## config.mk

```make
export PLATFORM = sky130hd
export DESIGN_NAME = dmux_rr_ctrl_flat
export DESIGN_NICKNAME = d
export VERILOG_FILES = /design/src/rtl/dmux_rr_ctrl_pkg.sv /design/src/rtl/dmux_rr_ctrl_if.sv /design/src/rtl/dmux_rr_ctrl_pick.sv /design/src/rtl/dmux_rr_ctrl.sv /design/src/flat_wrapper.sv
export SDC_FILE = /design/constraint.sdc
export NUM_CORES = 1
export LEC_CHECK = 0
export ABC_AREA = 1
export CAP_MARGIN = 40
export CORE_MARGIN = 1.5
export CORE_UTILIZATION = 45
export CTS_BUF_LIST = sky130_fd_sc_hd__clkbuf_16
export CTS_CLUSTER_DIAMETER = 200
export DETAILED_ROUTE_END_ITERATION = 12
export PLACE_DENSITY = 0.83
export SLEW_MARGIN = 20
export SYNTH_ARGS = -nofsm -noshare
export SYNTH_HDL_FRONTEND = slang
export SYNTH_SLANG_ARGS = --single-unit
```

## constraint.sdc

```tcl
create_clock -name clk -period 2.1 [get_ports clk]
set_clock_uncertainty 0.1 [all_clocks]
set_input_delay 0.42 -clock clk [delete_from_list [all_inputs] [get_ports clk]]
set_output_delay 0.42 -clock clk [all_outputs]
set_load 0.005 [all_outputs]
```

## src/rtl/dmux_rr_ctrl_pkg.sv

```systemverilog
// Shared definitions for the round-robin demux controller.
// FSM state encodings and the select-width helper live here so the top,
// the interface and the picker agree on them.
// Optional feature macro: DMUX_SKIP_BUSY_EN (see dmux_rr_ctrl.sv).
package dmux_rr_ctrl_pkg;

  typedef enum logic {
    ST_IDLE  = 1'b0,
    ST_DRIVE = 1'b1
  } dmux_state_e;

  // Select width for a channel count; never narrower than one bit.
  function automatic int sel_width(input int n);
    return (n > 1) ? $clog2(n) : 1;
  endfunction

endpackage

```

## src/rtl/dmux_rr_ctrl_if.sv

```systemverilog
// Source-side and sink-side bus of the round-robin demux controller.
// slave  : the controller's view.
// master : the producer/sink environment's view.
import dmux_rr_ctrl_pkg::*;

interface dmux_rr_ctrl_if #(
  parameter int NCH = 4,
  parameter int DW  = 8
);
  localparam int SELW = sel_width(NCH);

  logic [DW-1:0]   in_data;
  logic            in_valid;
  logic            in_ready;
  logic [DW-1:0]   out_data;
  logic [NCH-1:0]  out_valid;
  logic [NCH-1:0]  out_ready;
  logic [SELW-1:0] sel;
  logic            busy;

  modport slave (
    input  in_data, in_valid, out_ready,
    output in_ready, out_data, out_valid, sel, busy
  );

  modport master (
    output in_data, in_valid, out_ready,
    input  in_ready, out_data, out_valid, sel, busy
  );

endinterface

```

## src/rtl/dmux_rr_ctrl_pick.sv

```systemverilog
// Circular first-set search: returns the first index at or after ptr_i
// whose mask bit is set, wrapping at NCH (NCH is a power of two, so the
// SELW-bit add wraps for free).
import dmux_rr_ctrl_pkg::*;

module dmux_rr_pick #(
  parameter int NCH  = 4,
  parameter int SELW = sel_width(NCH)
) (
  input  logic [SELW-1:0] ptr_i,
  input  logic [NCH-1:0]  mask_i,
  output logic [SELW-1:0] idx_o,
  output logic            found_o
);

  logic [SELW-1:0] cand;

  // Scan from the farthest offset down so the nearest hit wins.
  always_comb begin
    idx_o   = '0;
    found_o = 1'b0;
    cand    = '0;
    for (int i = NCH - 1; i >= 0; i--) begin
      cand = ptr_i + SELW'(i);
      if (mask_i[cand]) begin
        idx_o   = cand;
        found_o = 1'b1;
      end
    end
  end

endmodule

```

## src/rtl/dmux_rr_ctrl.sv

```systemverilog
// Round-robin controller for a 1:NCH demux: takes words from one
// valid/ready source and hands each, in turn, to the next enabled sink.
// Optional feature macro: DMUX_SKIP_BUSY_EN -- when defined, the pick
// prefers enabled channels that are ready at capture time, falling back
// to plain round-robin when none is ready.
//
// state | meaning
// IDLE  | no word held; in_ready = en & |ch_mask
// DRIVE | word held on out_data, out_valid one-hot on sel until out_ready[sel]
import dmux_rr_ctrl_pkg::*;

module dmux_rr_ctrl #(
  parameter int NCH = 4,
  parameter int DW  = 8
) (
  input  logic            clk,
  input  logic            rstn,
  input  logic            en,
  input  logic [NCH-1:0]  ch_mask,
  dmux_rr_ctrl_if.slave   bus
);

  localparam int SELW = sel_width(NCH);

  dmux_state_e     state_q, state_d;
  logic [SELW-1:0] ptr_q, ptr_d;
  logic [SELW-1:0] sel_q, sel_d;
  logic [DW-1:0]   data_q, data_d;

  logic [NCH-1:0]  pick_mask;
  logic [SELW-1:0] pick_idx;
  logic            pick_found;
  logic            in_ready;
  logic            capture;
  logic            deliver;
  logic [NCH-1:0]  out_valid;
  logic            busy;

`ifdef DMUX_SKIP_BUSY_EN
  logic [NCH-1:0] rdy_mask;
  assign rdy_mask  = ch_mask & bus.out_ready;
  assign pick_mask = (|rdy_mask) ? rdy_mask : ch_mask;
`else
  assign pick_mask = ch_mask;
`endif

  dmux_rr_pick #(.NCH(NCH), .SELW(SELW)) u_pick (
    .ptr_i   (ptr_q),
    .mask_i  (pick_mask),
    .idx_o   (pick_idx),
    .found_o (pick_found)
  );

  assign capture = in_ready & bus.in_valid & pick_found;
  assign deliver = (state_q == ST_DRIVE) & bus.out_ready[sel_q];

  // State register.
  always_ff @(posedge clk or negedge rstn) begin
    if (!rstn) state_q <= ST_IDLE;
    else       state_q <= state_d;
  end

  // Next state: capture moves to DRIVE, the selected sink's ready returns to IDLE.
  always_comb begin
    state_d = state_q;
    case (state_q)
      ST_IDLE:  if (capture) state_d = ST_DRIVE;
      ST_DRIVE: if (deliver) state_d = ST_IDLE;
      default:  state_d = ST_IDLE;
    endcase
  end

  // Outputs; in_ready is also held low while reset is asserted.
  always_comb begin
    in_ready  = 1'b0;
    out_valid = '0;
    busy      = 1'b0;
    case (state_q)
      ST_IDLE:  in_ready = rstn & en & (|ch_mask);
      ST_DRIVE: begin
        out_valid = NCH'(1) << sel_q;
        busy      = 1'b1;
      end
      default: ;
    endcase
  end

  // Datapath next values: load word and select on capture, advance ptr on delivery.
  always_comb begin
    data_d = data_q;
    sel_d  = sel_q;
    ptr_d  = ptr_q;
    if (capture) begin
      data_d = bus.in_data;
      sel_d  = pick_idx;
    end
    if (deliver) ptr_d = sel_q + SELW'(1);
  end

  // Datapath registers.
  always_ff @(posedge clk or negedge rstn) begin
    if (!rstn) begin
      data_q <= '0;
      sel_q  <= '0;
      ptr_q  <= '0;
    end else begin
      data_q <= data_d;
      sel_q  <= sel_d;
      ptr_q  <= ptr_d;
    end
  end

  assign bus.in_ready  = in_ready;
  assign bus.out_data  = data_q;
  assign bus.out_valid = out_valid;
  assign bus.sel       = sel_q;
  assign bus.busy      = busy;

endmodule

```

## src/flat_wrapper.sv

```systemverilog
// flat-port wrapper written by rule: the top's interface ports become plain ports
module dmux_rr_ctrl_flat 
#(
  parameter int NCH = 4,
  parameter int DW  = 8
)
  (clk, rstn, en, ch_mask, bus_in_data, bus_in_valid, bus_out_ready, bus_in_ready, bus_out_data, bus_out_valid, bus_sel, bus_busy);
  dmux_rr_ctrl_if #(.NCH(NCH), .DW(DW)) bus_i ();
  input  logic clk;
  input  logic rstn;
  input  logic en;
  input  logic [NCH-1:0] ch_mask;
  input wire logic [$bits(bus_i.in_data)-1:0] bus_in_data;
  input wire logic [$bits(bus_i.in_valid)-1:0] bus_in_valid;
  input wire logic [$bits(bus_i.out_ready)-1:0] bus_out_ready;
  output wire logic [$bits(bus_i.in_ready)-1:0] bus_in_ready;
  output wire logic [$bits(bus_i.out_data)-1:0] bus_out_data;
  output wire logic [$bits(bus_i.out_valid)-1:0] bus_out_valid;
  output wire logic [$bits(bus_i.sel)-1:0] bus_sel;
  output wire logic [$bits(bus_i.busy)-1:0] bus_busy;
  assign bus_i.in_data = bus_in_data;
  assign bus_i.in_valid = bus_in_valid;
  assign bus_i.out_ready = bus_out_ready;
  assign bus_in_ready = bus_i.in_ready;
  assign bus_out_data = bus_i.out_data;
  assign bus_out_valid = bus_i.out_valid;
  assign bus_sel = bus_i.sel;
  assign bus_busy = bus_i.busy;
  dmux_rr_ctrl #(.NCH(NCH), .DW(DW)) u_core (.clk(clk), .rstn(rstn), .en(en), .ch_mask(ch_mask), .bus(bus_i));
endmodule
```

==> results.toml, run 1 <==
[grt]
antenna_found_initial = 0
grt_pass1_wl_um = 3380
grt_use_total_pct = 22.3
grt_pass1_vias = 848
grt_max_degree = 14
gr-total-overflow = 0

[place]
io_buffers = 35
dp.cells = 191
dp_slack_ns = -0.194
dp_hpwl_um = 1670
gp_congestion = 0.793

[layout]
fin_util_pct = 77.7
nNetsFinal = 198
insertedDiodeCount = 0
instances_no_fill = 198
fillCellCount = 137
syn2layout_area_growth_pct = 56.6
drive_gt1_share_pct = 13.3

[synth]
synthMostInstantiatedCell = "nand2_1"
postSynthAreaPerCell_sq_um = 6.86
synth_area_leaders = "dfrtp_1 37%, nand2_1 26%, nand3_1 7.4%, inv_1 5.9%, ha_1 5.7%"
yosys.area.top_type = "dfrtp_1"
syn_inst = 129
synth-seq-cells = 13
ys_types = 18
synth_edf_count = 0
synth_area_sq_um = 885
yosys-top-cells-count = "62 x nand2_1, 14 x inv_1, 13 x dfrtp_1, 13 x nand3_1"
async_flop_share_pct = 100
synthFlopType = "dfrtp_1"
synth_top_area_share_pct = 36.8
ys_seq_area_share_pct = 36.8
yosysWarnings = 0
syn_nets = 153

[power]
clock_power_share_pct = 21.5
p_sw_w = 0.000645
powerDensity_nw_per_um2 = 1200
switching_share_pct = 38.9
peakVddDrop_v = 0.000779
p_int_w = 0.00101
power.leakage_nw = 0.764
comb_power_share_pct = 50.1
power_frac_seq_pct = 28.4

[cts]
path_clk_slew_ns = 0.04
cts_root_buffer = "clkbuf_16"
clock_sinks = 13
cts_tree = "yes"
numCtsBuffers = 3
clockBufferDepth = 2
cts_hold_buf = 0
clk_latency_ns = 0.24
h-tree-depth = 1

[worst_setup_path]
required_ns = 1.58
worstSetupPathType = "flip-flop to output port"
crit_fanout = 5
reg2regPathDepth = 8
critPathCaptureType = "output port"
worst_ep_arrival_time_ns = 1.53
startpoint_type = "flip-flop"
timing.rr.end = "u_core.bus.sel[1]"
r2r-start = "u_core.state_q"
r2r_slack_ns = 0.56

[sta]
finalCriticalPeriod_ns = 2.05
final_max_slew_viol_count = 0
hold_viol = 0
slew-limit-headroom_pct = 76.4
timing.final.ws_setup_ns = 0.0460
min_period_over_period_pct = 97.8
max_freq_ghz = 0.487
worstMarginPinSlew_ns = 0.354
finalSetupViolations = 0

[route]
first_pass_iters = 4
avgViaCountPerCell = 4.89
routed_wl_um = 2270
vias = 968
post-route-drc-count = 0
drt_iter0_markers = 20
postRouteAntennaNets = 0
wl_per_cell_um = 11.4

[min_path]
min_path_type = "flip-flop to flip-flop"
hp-start = "u_core.bus.out_data[2]"
hold-path-endpoint = "u_core.bus.out_data[2]"
whs_path_depth = 2

[job]
cap_viol_max_count = 0

[floorplanning]
start_util_pct = 49.6
core_sq_um = 1780
ioPinCount = 36
die-area_sq_um = 2240
fp-row-count = 15
die_h_um = 47.3
chipWidth_um = 47.3

[run_status]
status = "finished, final reports clean"
cell type report:
type | count | area, sq um | area share [%]
Clock buffer | 3 | 75.1 | 5.42
Clock inverter | 1 | 3.75 | 0.271
Inverter | 18 | 75.1 | 5.42
Multi-Input combinational cell | 95 | 460 | 33.2
Sequential cell | 13 | 328 | 23.7
Tap cell | 25 | 31.3 | 2.26
Timing Repair Buffer | 43 | 412 | 29.7
state kept, by name, summed over array words and instances, names as in the netlist:
signal,flops
u_core.bus.out_data,8
u_core.bus.sel,2
u_core.ptr_q,2
u_core.state_q,1
cell usage in the layout, fill, tap and decap left out:
| cell type | count |
|---|---|
| nor2_8 | 1 |
| nor2_1 | 2 |
| buf_4 | 8 |
| a22o_1 | 1 |
| inv_4 | 1 |
| nand4_1 | 1 |
| nand3_4 | 1 |
| nand2_2 | 2 |
| ha_1 | 4 |
| dfrtp_1 | 11 |
| a21oi_1 | 4 |
| o21ai_0 | 2 |
| dfrtp_2 | 2 |
| inv_2 | 4 |
| clkbuf_16 | 3 |
| dlymetal6s2s_1 | 1 |
| nand2_1 | 62 |
| o21ai_1 | 2 |
| inv_6 | 1 |
| inv_1 | 13 |
| dlygate4sd2_1 | 1 |
| clkdlybuf4s50_1 | 33 |
| nand3_1 | 13 |
kinds of logic after synthesis:
logic type | after synthesis | share of synthesized area, %
buf+inv | 21 | 11.2
simple gates | 82 | 40.9
fa+ha+maj | 4 | 5.66
compound gates | 9 | 5.52
flops | 13 | 36.8
power groups by stage:
stage	combinational [W]	sequential (W)	clock (W)
after global routing	0.000948	0.000485	0.000373
after global placement	0.000749	0.000464	0
after floorplan	0.000496	0.000432	0
after CTS	0.000772	0.000471	0.000362
after detailed placement	0.000768	0.000470	0
final	0.000832	0.000471	0.000357
worst max path at each step:
stage | start | end | cells after the start
floorplan | u_core.bus.sel[0] | bus_out_valid[2] | 4
CTS | u_core.bus.sel[1] | bus_out_valid[1] | 5
finish | u_core.bus.sel[0] | bus_out_valid[2] | 5
global route | u_core.bus.sel[0] | bus_out_valid[2] | 5
global placement | ch_mask[3] | bus_in_ready | 6
detailed placement | ch_mask[3] | bus_in_ready | 6
per-layer routing:
metal / wire (um) / global-route usage (%)
met5: 0 / 0
met4: 17 / 8.33
met3: 134 / 5.00
met2: 1160 / 38.4
met1: 959 / 27.0
metrics by stage:
step / power [W] / instance area, sq um / setup TNS (ns) / hold WS, ns
finish: 0.00166 / 1390 / 0 / 0.364
detailed placement: 0.00124 / 1280 / -0.194 / 0.358
global placement: 0.00121 / 1280 / -0.162 / 0.353
CTS: 0.00160 / 1360 / 0 / 0.370
floorplan: 0.000928 / 885 / 0 / 0.0244
global route: 0.00181 / 1390 / -0.0270 / 0.401
worst max-delay path: stages, from the launching register on:
cell and delay [ns]:
dfrtp_2 0.44, inv_4 0.09, ha_1 0.16, nand2_1 0.05, inv_1 0.06, clkdlybuf4s50_1 0.50
repair_timing:
action | 4_1_cts | 5_1_grt
setup buffers | 0 | 3
setup endpoints to repair | 3 | 4
gates resized for setup | 2 | 5
pin swaps | 0 | 0
gates cloned | 0 | 0
No activity file was read; power rests on OpenSTA's default activity.
==> inputs of run 2 (changes only) <==
--- a/config.mk
+++ b/config.mk
@@ -12,6 +12,7 @@
 export CTS_BUF_LIST = sky130_fd_sc_hd__clkbuf_16
 export CTS_CLUSTER_DIAMETER = 200
 export DETAILED_ROUTE_END_ITERATION = 12
+export MAX_ROUTING_LAYER = met4
 export PLACE_DENSITY = 0.83
 export SLEW_MARGIN = 20
 export SYNTH_ARGS = -nofsm -noshare
==> run 2 against run 1 <==
  * Flip-flop and latch count unchanged
  * Global-route usage increased by 0.65 points
  * Sequential share of layout area unchanged
  * Power about the same
  * Clock power about the same
  * Die area unchanged
  * Via count decreased by 0.31%
  * Non-clock buffer count unchanged
  * First-iteration DRC count unchanged
==> results.toml, run 2 (same netlist as run 1, synthesis figures left out) <==
[cts]
numCtsBuffers = 3
clk_latency_ns = 0.24
cts_root_buffer = "clkbuf_16"
h-tree-depth = 1
clock_sinks = 13
cts_tree = "yes"
clockBufferDepth = 2
path_clk_slew_ns = 0.04
cts_hold_buf = 0

[sta]
final_max_slew_viol_count = 0
finalSetupViolations = 0
setup_tns_ns = 0
min_period_over_period_pct = 97.8
worstMarginPinSlew_ns = 0.353
finalCriticalPeriod_ns = 2.05
max_freq_ghz = 0.487
hold_viol = 0
slew-limit-headroom_pct = 76.5
timing.final.ws_setup_ns = 0.0464

[worst_setup_path]
crit_fanout = 5
critPathCaptureType = "output port"
path_cells = "inv_4, ha_1, nand2_1, inv_1, clkdlybuf4s50_1"
r2r_slack_ns = 0.56
worst_path_max_delay_cell = "clkdlybuf4s50_1"
worstSetupPathType = "flip-flop to output port"
startpoint_type = "flip-flop"
worst_ep_arrival_time_ns = 1.53
required_ns = 1.58
worst_path_largest_cell_delay_ns = 0.50

[layout]
instances_no_fill = 198
mostFrequentLayoutCells = "62 x nand2_1, 33 x clkdlybuf4s50_1, 13 x inv_1, 13 x nand3_1, 11 x dfrtp_1"
final_common_cell = "nand2_1"
insertedDiodeCount = 0
fin_util_pct = 77.7
drive_gt1_share_pct = 13.3
largest_reg_flops = 8
fin_area_sq_um = 1390
nNetsFinal = 198
syn2layout_area_growth_pct = 56.6

[route]
avgViaCountPerCell = 4.87
wl_per_cell_um = 11.5
vias = 965
first_pass_iters = 4
post-route-drc-count = 0
drt_iter0_markers = 20
routed_wl_um = 2280
postRouteAntennaNets = 0

[grt]
gr-total-overflow = 0
antenna_found_initial = 0
grt-busiest-layer = "met2"
grt_pass1_wl_um = 3370
grtUsageMet2_pct = 38.4
use_met3_pct = 4.23
grt_max_degree = 14
met1_usage_pct = 27.2
grt_pass1_vias = 851
grt_use_total_pct = 22.9

[job]
cap_viol_max_count = 0

[power]
power.leakage_nw = 0.764
powerDensity_nw_per_um2 = 1200
peakVddDrop_v = 0.000779

[floorplanning]
fp-row-count = 15
start_util_pct = 49.6
core_sq_um = 1780
chipWidth_um = 47.3
die_h_um = 47.3
die-area_sq_um = 2240
ioPinCount = 36

[min_path]
min_path_type = "flip-flop to flip-flop"

[place]
io_buffers = 35
gp_congestion = 0.804
dp_slack_ns = -0.194
dp.cells = 191
dp_hpwl_um = 1670
place_area_sq_um = 1280

[run_status]
status = "finished, final reports clean"
## run 2: worst max-delay path, delay by kind of cell, from the launching register on
family,cells,cell delay [ns]
adders and majority gates,1,0.16
buffers and inverters,3,0.65
DFF,1,0.44
and+or+nand+nor,1,0.05
## run 2: worst paths after layout
path	from	to	cells past startpoint
max	u_core.bus.sel[0]	bus_out_valid[2]	5
min reg2reg	u_core.bus.out_data[2]	u_core.bus.out_data[2]	2
min	u_core.bus.out_data[2]	u_core.bus.out_data[2]	2
min in group asynchronous	rstn	u_core.bus.out_data[6]	2
max reg2reg	u_core.state_q	u_core.bus.sel[1]	8
max in group asynchronous	rstn	u_core.bus.sel[0]	2
## run 2: where the power goes
group          leakage [nW]  total, W  switching (W)  internal [W]
Clock                0.0423  0.000356       0.000105      0.000251
Combinational         0.562  0.000832       0.000419      0.000414
Sequential            0.160  0.000471       0.000122      0.000349
## run 2: timing repair
| action | in CTS | in global routing |
|---|---|---|
| buffers inserted | 0 | 3 |
| setup endpoints to repair | 3 | 4 |
| endpoints found under the hold margin | 0 | 0 |
| resized for setup | 2 | 5 |
| cloned | 0 | 0 |
## run 2: through the flow
step                total power (W)  hold slack [ns]
floorplan                  0.000928           0.0244
global placement            0.00121            0.353
detailed placement          0.00124            0.358
CTS                         0.00160            0.370
global route                0.00181            0.401
finish                      0.00166            0.364
## run 2: area by class of cell
cell class / instances / area [sq um]
Inverter: 18 / 75.1
Tap cell: 25 / 31.3
Clock buffer: 3 / 75.1
Fill cell: 137 / 398
Multi-Input combinational cell: 95 / 460
Sequential cell: 13 / 328
Clock inverter: 1 / 3.75
Timing Repair Buffer: 43 / 412
## run 2: per-layer routing
layer  part of all wire (%)  vias up
li1                       -      486
met1                     43      429
met2                     51       48
met3                    5.7        2
met4                   0.75        0
met5                      0        -
==> inputs of run 3 (changes only) <==
--- a/config.mk
+++ b/config.mk
@@ -11,6 +11,7 @@
 export CORE_UTILIZATION = 45
 export CTS_BUF_LIST = sky130_fd_sc_hd__clkbuf_16
 export CTS_CLUSTER_DIAMETER = 200
+export CTS_CLUSTER_SIZE = 10
 export DETAILED_ROUTE_END_ITERATION = 12
 export MAX_ROUTING_LAYER = met4
 export PLACE_DENSITY = 0.83
==> results of run 3 <==
Same layout as run 2: the final DEF is identical, and so are final timing and power.
